### config.mk
export PLATFORM = sky130hd
export DESIGN_NAME = tone_sequencer
export DESIGN_NICKNAME = d
export VERILOG_FILES = /design/src/rtl/tone_sequencer.sv
export SDC_FILE = /design/constraint.sdc
export NUM_CORES = 1
export LEC_CHECK = 0
export CELL_PAD_IN_SITES_DETAIL_PLACEMENT = 1
export CELL_PAD_IN_SITES_GLOBAL_PLACEMENT = 1
export CORE_UTILIZATION = 40
export DETAILED_ROUTE_END_ITERATION = 8
export PLACE_DENSITY_LB_ADDON = 0.1
export SLEW_MARGIN = 20
export SYNTH_ARGS = -nofsm -noshare
export SYNTH_HDL_FRONTEND = slang
export SYNTH_SLANG_ARGS = --single-unit
### constraint.sdc
create_clock -name clock -period 2.3 [get_ports clock]
set_input_delay 0.345 -clock clock [delete_from_list [all_inputs] [get_ports clock]]
set_output_delay 0.345 -clock clock [all_outputs]
set_load 0.005 [all_outputs]
### src/rtl/tone_sequencer.sv
// Note-table player: walks a writable table of {dur, note} entries and emits key press/release codes.
// Prescaled duration ticks, loop/stop control and a busy/done handshake toward the alarm controller.
//   state | meaning
//   IDLE  | silent, waiting for start
//   LOAD  | fetch table[step_idx], skip if duration decodes to zero
//   PLAY  | note sounding for D ticks
//   GAP   | release code for GAP_T ticks
//   NEXT  | advance step, wrap in loop mode, or finish
module tone_sequencer #(
  parameter int         DEPTH    = 16,
  parameter int         TICK_DIV = 50000,
  parameter int         GAP_T    = 2,
  parameter logic [7:0] KEY_REL  = 8'hF0,
  localparam int        AW       = $clog2(DEPTH),
  localparam int        LW       = $clog2(DEPTH + 1)
) (
  input  logic          clock,
  input  logic          k_tr,
  input  logic          wr_en,
  input  logic [AW-1:0] wr_addr,
  input  logic [7:0]    wr_data,
  input  logic          start,
  input  logic [LW-1:0] len,
  input  logic          loop,
  input  logic          stop,
  output logic [7:0]    key_code,
  output logic [AW-1:0] step_idx,
  output logic          busy,
  output logic          done
);

  localparam int PW = (TICK_DIV > 1) ? $clog2(TICK_DIV) : 1;

  typedef enum logic [2:0] {S_IDLE, S_LOAD, S_PLAY, S_GAP, S_NEXT} state_t;

  state_t          state, state_nx;
  logic [7:0]      mem [DEPTH];
  logic [3:0]      note_lat;
  logic [8:0]      tcnt;
  logic [PW-1:0]   pre;
  logic [LW-1:0]   len_lat;
  logic            loop_lat;
  logic            tick;
  logic            last;
  logic [8:0]      load_dur;

  function automatic logic [7:0] note_dec(input logic [3:0] n);
    case (n)
      4'd1:    note_dec = 8'h2B;
      4'd2:    note_dec = 8'h34;
      4'd3:    note_dec = 8'h33;
      4'd4:    note_dec = 8'h3B;
      4'd5:    note_dec = 8'h42;
      4'd6:    note_dec = 8'h4B;
      4'd7:    note_dec = 8'h4C;
      4'd10:   note_dec = 8'h52;
      default: note_dec = KEY_REL;
    endcase
  endfunction

  function automatic logic [8:0] dur_dec(input logic [3:0] d);
    case (d)
      4'd15:   dur_dec = 9'd16;
      4'd8:    dur_dec = 9'd32;
      4'd9:    dur_dec = 9'd48;
      4'd1:    dur_dec = 9'd64;
      4'd3:    dur_dec = 9'd96;
      4'd2:    dur_dec = 9'd128;
      4'd4:    dur_dec = 9'd256;
      default: dur_dec = 9'd0;
    endcase
  endfunction

  always_comb begin
    state_nx = state;
    tick     = ((state == S_PLAY) || (state == S_GAP)) && (pre == PW'(TICK_DIV - 1));
    last     = (LW'(step_idx) == (len_lat - LW'(1)));
    load_dur = dur_dec(mem[step_idx][7:4]);
    key_code = KEY_REL;
    case (state)
      S_IDLE: if (start && (len != '0) && !stop) state_nx = S_LOAD;
      S_LOAD: state_nx = (load_dur == 9'd0) ? S_NEXT : S_PLAY;
      S_PLAY: begin
        key_code = note_dec(note_lat);
        if (tick && (tcnt == 9'd1)) state_nx = S_GAP;
      end
      S_GAP:  if (tick && (tcnt == 9'd1)) state_nx = S_NEXT;
      S_NEXT: state_nx = (last && !loop_lat) ? S_IDLE : S_LOAD;
      default: state_nx = S_IDLE;
    endcase
    if ((state != S_IDLE) && stop) state_nx = S_IDLE;
  end

  always_ff @(posedge clock) begin
    if (!k_tr) begin
      state    <= S_IDLE;
      step_idx <= '0;
      busy     <= 1'b0;
      done     <= 1'b0;
      note_lat <= '0;
      tcnt     <= '0;
      pre      <= '0;
      len_lat  <= '0;
      loop_lat <= 1'b0;
      for (int i = 0; i < DEPTH; i++) mem[i] <= 8'h00;
    end else begin
      state <= state_nx;
      done  <= 1'b0;
      if (wr_en) mem[wr_addr] <= wr_data;
      case (state)
        S_IDLE: if (state_nx == S_LOAD) begin
          step_idx <= '0;
          busy     <= 1'b1;
          len_lat  <= (len > LW'(DEPTH)) ? LW'(DEPTH) : len;
          loop_lat <= loop;
        end
        S_LOAD: begin
          note_lat <= mem[step_idx][3:0];
          tcnt     <= load_dur;
          pre      <= '0;
        end
        S_PLAY, S_GAP: begin
          pre <= tick ? '0 : pre + PW'(1);
          if (tick) tcnt <= tcnt - 9'd1;
          if ((state == S_PLAY) && (state_nx == S_GAP)) begin
            tcnt <= 9'(GAP_T);
            pre  <= '0;
          end
        end
        S_NEXT: begin
          if (state_nx == S_LOAD) begin
            step_idx <= last ? '0 : step_idx + AW'(1);
          end else if (state_nx == S_IDLE) begin
            busy <= 1'b0;
            done <= 1'b1;
          end
        end
        default: ;
      endcase
      // abort overrides any completion bookkeeping from the case above
      if ((state != S_IDLE) && stop) begin
        busy     <= 1'b0;
        done     <= 1'b0;
        step_idx <= '0;
      end
    end
  end

endmodule

==> impl_results.md <==
- Switching pwr: roughly 1.8 mW
- Vias: ~6.4k
- Internal: 5.40 mW
- Worst reg-to-reg path cell count: 5
- Crit Path Max Fanout: 7
- Min Tclk post-route: roughly 2.4 ns
- Critical path capture point type: register
- Setup ws final: -0.0577 ns
- Final WL: 24500 um
- Clk slew on worst S/H paths: around 0.070 ns
- Status: finished with violations
- Routed length per instance: 21.3 um
- Worst path required time: 2.64 ns
- Pins Over Slew Limit: 0
- I/O pins: 37
- M1 WL: 10400 um
- Clock Tree Buf Depth: 2
- Initial Util: 0.413
- Post-DP HPWL: 17500 um
- Sequential area share after synthesis: 0.565
- Met2 wire length: 12800 um
- Sw Ratio: 0.254
- Routed vias/inst: 5.56
- Wire length on met3: around 800 um
- Leak: around 3.9 nW
- Post-synth EDFFs: between 100 and 150
- CP Class: register to register
- Slew margin rel.: 0.511
- Worst vdd ir: between 0.4 and 0.5 mV
- First-pass GRT wire length: a little under 40000 um
- Primary FF master, synth: edfxtp_1
- Clock share of power: 0.397
- CTS Sinks: 184
- Iter 0 DRT Violations: between 200 and 300
- R2R Path End: state[1]
- Root Buffer: clkbuf_16
- Critical Path Start Type: register
- Area growth syn-to-layout: 24.6%
- Netlist cell types: 64
- Final setup violation count: 9
- Die Area: 22600 um2
- # diodes: 0
- Hold Violations, Final: 0
- Hold Crit Depth: 2
- Mapped Cells: 741
- R2r setup slk: -0.06 ns
- Vias in the first global route: 6850
- Routed Antenna Nets: 0
- FFs w/ async S/R, synth: 0
- Skew-Pair Late Insertion Delay: 0.44 ns
- CP arrival: 2.69 ns
- Final Cell Area: around 11000 um2
- DRT Pass-1 Iters: 6
- PortBufs: 36
- Achievable Freq: 424 MHz
- GR Overflow Total: 0
- Num rows: 53
- Post-layout util: 0.514
- Combinational power share: 0.085
- Largest net degree at the start of global routing: 20
- Slew @ Worst Pin: about 0.73 ns
- Hold Buf Count CTS: 0
- Max_cap viols: 0
- CTS tree: done
- Seq pwr share: 0.518
- Synth Area per Inst: 11.9 um2
- Top routing layer used: met4
- Die Y: 150 um
- Worst Skew: 0.0159 ns
- Antenna violations before repair: 0
- Dpl cell area: between 10000 and 15000 um2
- Hold Path Sink: tcnt[1]
- Total track usage: 0.233
- Final #Nets: 889
- Cts bufs inserted: 17
- Cell area after synthesis: around 8800 um2
- Setup_tns: -0.257 ns
- Net Count, Synth: slightly below 800
- Pwr per Cell Area: 662 nW/um2
- Die Span X: 150 um
- Htree depth: 4
- Synthesis Warnings: 0
- DRC Markers: 0
- Total core area: 21300 um2
- Fillcell total: 2205
- Flop and latch count out of synthesis: 184
- Class of the worst hold path: register to register
- Period utilisation layout: 1.03
- Failing checks: setup timing
- Share of cells above drive strength 1: 0.244
- GP Congestion: 0.836
- Worst Min Path Start: tcnt[1]
- RSZ-0062 raised after global routing: true
==> metrics by stage <==
| stage | total power, mW | hold WS (ns) | setup WS [ns] | std cells |
|---|---|---|---|---|
| detailed placement | 4.41 | 0.478 | -0.210 | 1112 |
| global route | 7.49 | 0.523 | -0.119 | 1149 |
| floorplan | 4.09 | 0.445 | 0.0124 | 741 |
| finish | 7.24 | 0.490 | -0.0577 | 1149 |
| CTS | 7.30 | 0.490 | -0.0660 | 1149 |
| global placement | 4.38 | 0.468 | -0.131 | 1112 |
==> power by group through the flow <==
stage / clock, mW / combinational (mW) / sequential (mW)
after CTS: 2.94 / 0.604 / 3.75
after global routing: 3.06 / 0.667 / 3.77
final: 2.88 / 0.617 / 3.75
after floorplan: 0 / 0.300 / 3.79
after global placement: 0 / 0.565 / 3.82
after detailed placement: 0 / 0.581 / 3.83
==> synth_stat cells (all sizes together), types with 6 or more instances <==
master | count | area [um2]
nand3 | 15 | 75.1
nor2 | 57 | 214
o31ai | 6 | 45.0
nor2b | 6 | 37.5
dfxtp | 56 | 1120
a21oi | 21 | 109
mux2i | 6 | 60.1
nand2 | 34 | 128
and3 | 16 | 101
a22oi | 9 | 67.6
nor3b | 8 | 60.1
nand2b | 10 | 62.6
a31oi | 12 | 75.1
o21ai | 45 | 225
nor3 | 12 | 60.1
mux4 | 32 | 721
xnor2 | 6 | 52.6
inv | 10 | 37.5
and2 | 133 | 832
edfxtp | 128 | 3840
buf | 9 | 50.0
clkbuf | 25 | 93.8
or3 | 12 | 75.1
==> cell families (layout without fill, tap and decap cells) <==
| logic type | Yosys count | in the layout | share of synthesized area |
|---|---|---|---|
| fa+ha+maj | 5 | 5 | 0.00712 |
| simple gates | 335 | 335 | 0.218 |
| mux | 40 | 40 | 0.0914 |
| flops | 184 | 184 | 0.565 |
| compound gates | 122 | 122 | 0.0874 |
| xor+xnor | 10 | 10 | 0.00997 |
| buf+inv | 45 | 178 | 0.0211 |
==> repair_timing <==
item / in CTS / in global routing
setup buffers: 4 / 0
cloned: 1 / 0
pin swaps: 14 / 11
setup endpoints to repair: 22 / 27
resized for setup: 28 / 31
==> flip-flops by register name, summed over array words and instances, names as in the netlist, named ones only <==
name / count
loop_lat: 1
pre: 16
busy: 1
note_lat: 4
len_lat: 5
step_idx: 4
mem: 128
tcnt: 9
state: 3
done: 1
==> worst max-delay path, stage by stage, from the launching register on <==
cell and delay, ns:
dfxtp_4 0.43, mux4_2 0.56, mux4_2 0.54, and3_4 0.22, o32a_1 0.32, a31o_1 0.18
==> worst max path at each step <==
| stage | cells past startpoint | startpoint | endpoint | slack, ns |
|---|---|---|---|---|
| final | 5 | register | state[1] | -0.06 |
| after global routing | 8 | register | register | -0.12 |
| after CTS | 5 | register | tcnt[6] | -0.07 |
| after detailed placement | 8 | register | register | -0.21 |
| after global placement | 5 | register | state[1] | -0.13 |
| after floorplan | 9 | register | register | 0.01 |
==> placed cells by master, fill, tap and decap left out, types with 8 or more instances in the layout <==
cell type | netlist | final
and2_1 | 133 | 132
edfxtp_1 | 128 | 128
buf_4 | 2 | 89
nor2_1 | 57 | 53
dfxtp_1 | 56 | 51
o21ai_0 | 43 | 37
clkdlybuf4s50_1 | 0 | 35
nand2_1 | 34 | 33
mux4_2 | 32 | 32
a21oi_1 | 20 | 17
clkbuf_16 | 0 | 17
and3_1 | 15 | 14
nand3_1 | 15 | 14
nor3_1 | 12 | 11
a31oi_1 | 12 | 11
or3_1 | 12 | 10
nand2b_1 | 10 | 9
inv_1 | 9 | 8
nor3b_1 | 8 | 8
==> metal layers <==
metal,track usage,vias to the layer above
li1,-,2996
met1,0.286,3229
met2,0.413,125
met3,0.0406,37
met4,0.0747,0
met5,0,-
==> layout make-up <==
type / instances / area [um2] / share of cell area
clock buffers: 18 / 429 / 0.0392
clock inverters: 14 / 133 / 0.0121
inverters: 11 / 43.8 / 0.00400
multi-input cells: 512 / 3800 / 0.347
flip-flops and latches: 184 / 4980 / 0.455
well taps: 275 / 344 / 0.0314
repair buffers: 135 / 1210 / 0.111
No activity file was read; power rests on OpenSTA's default activity.
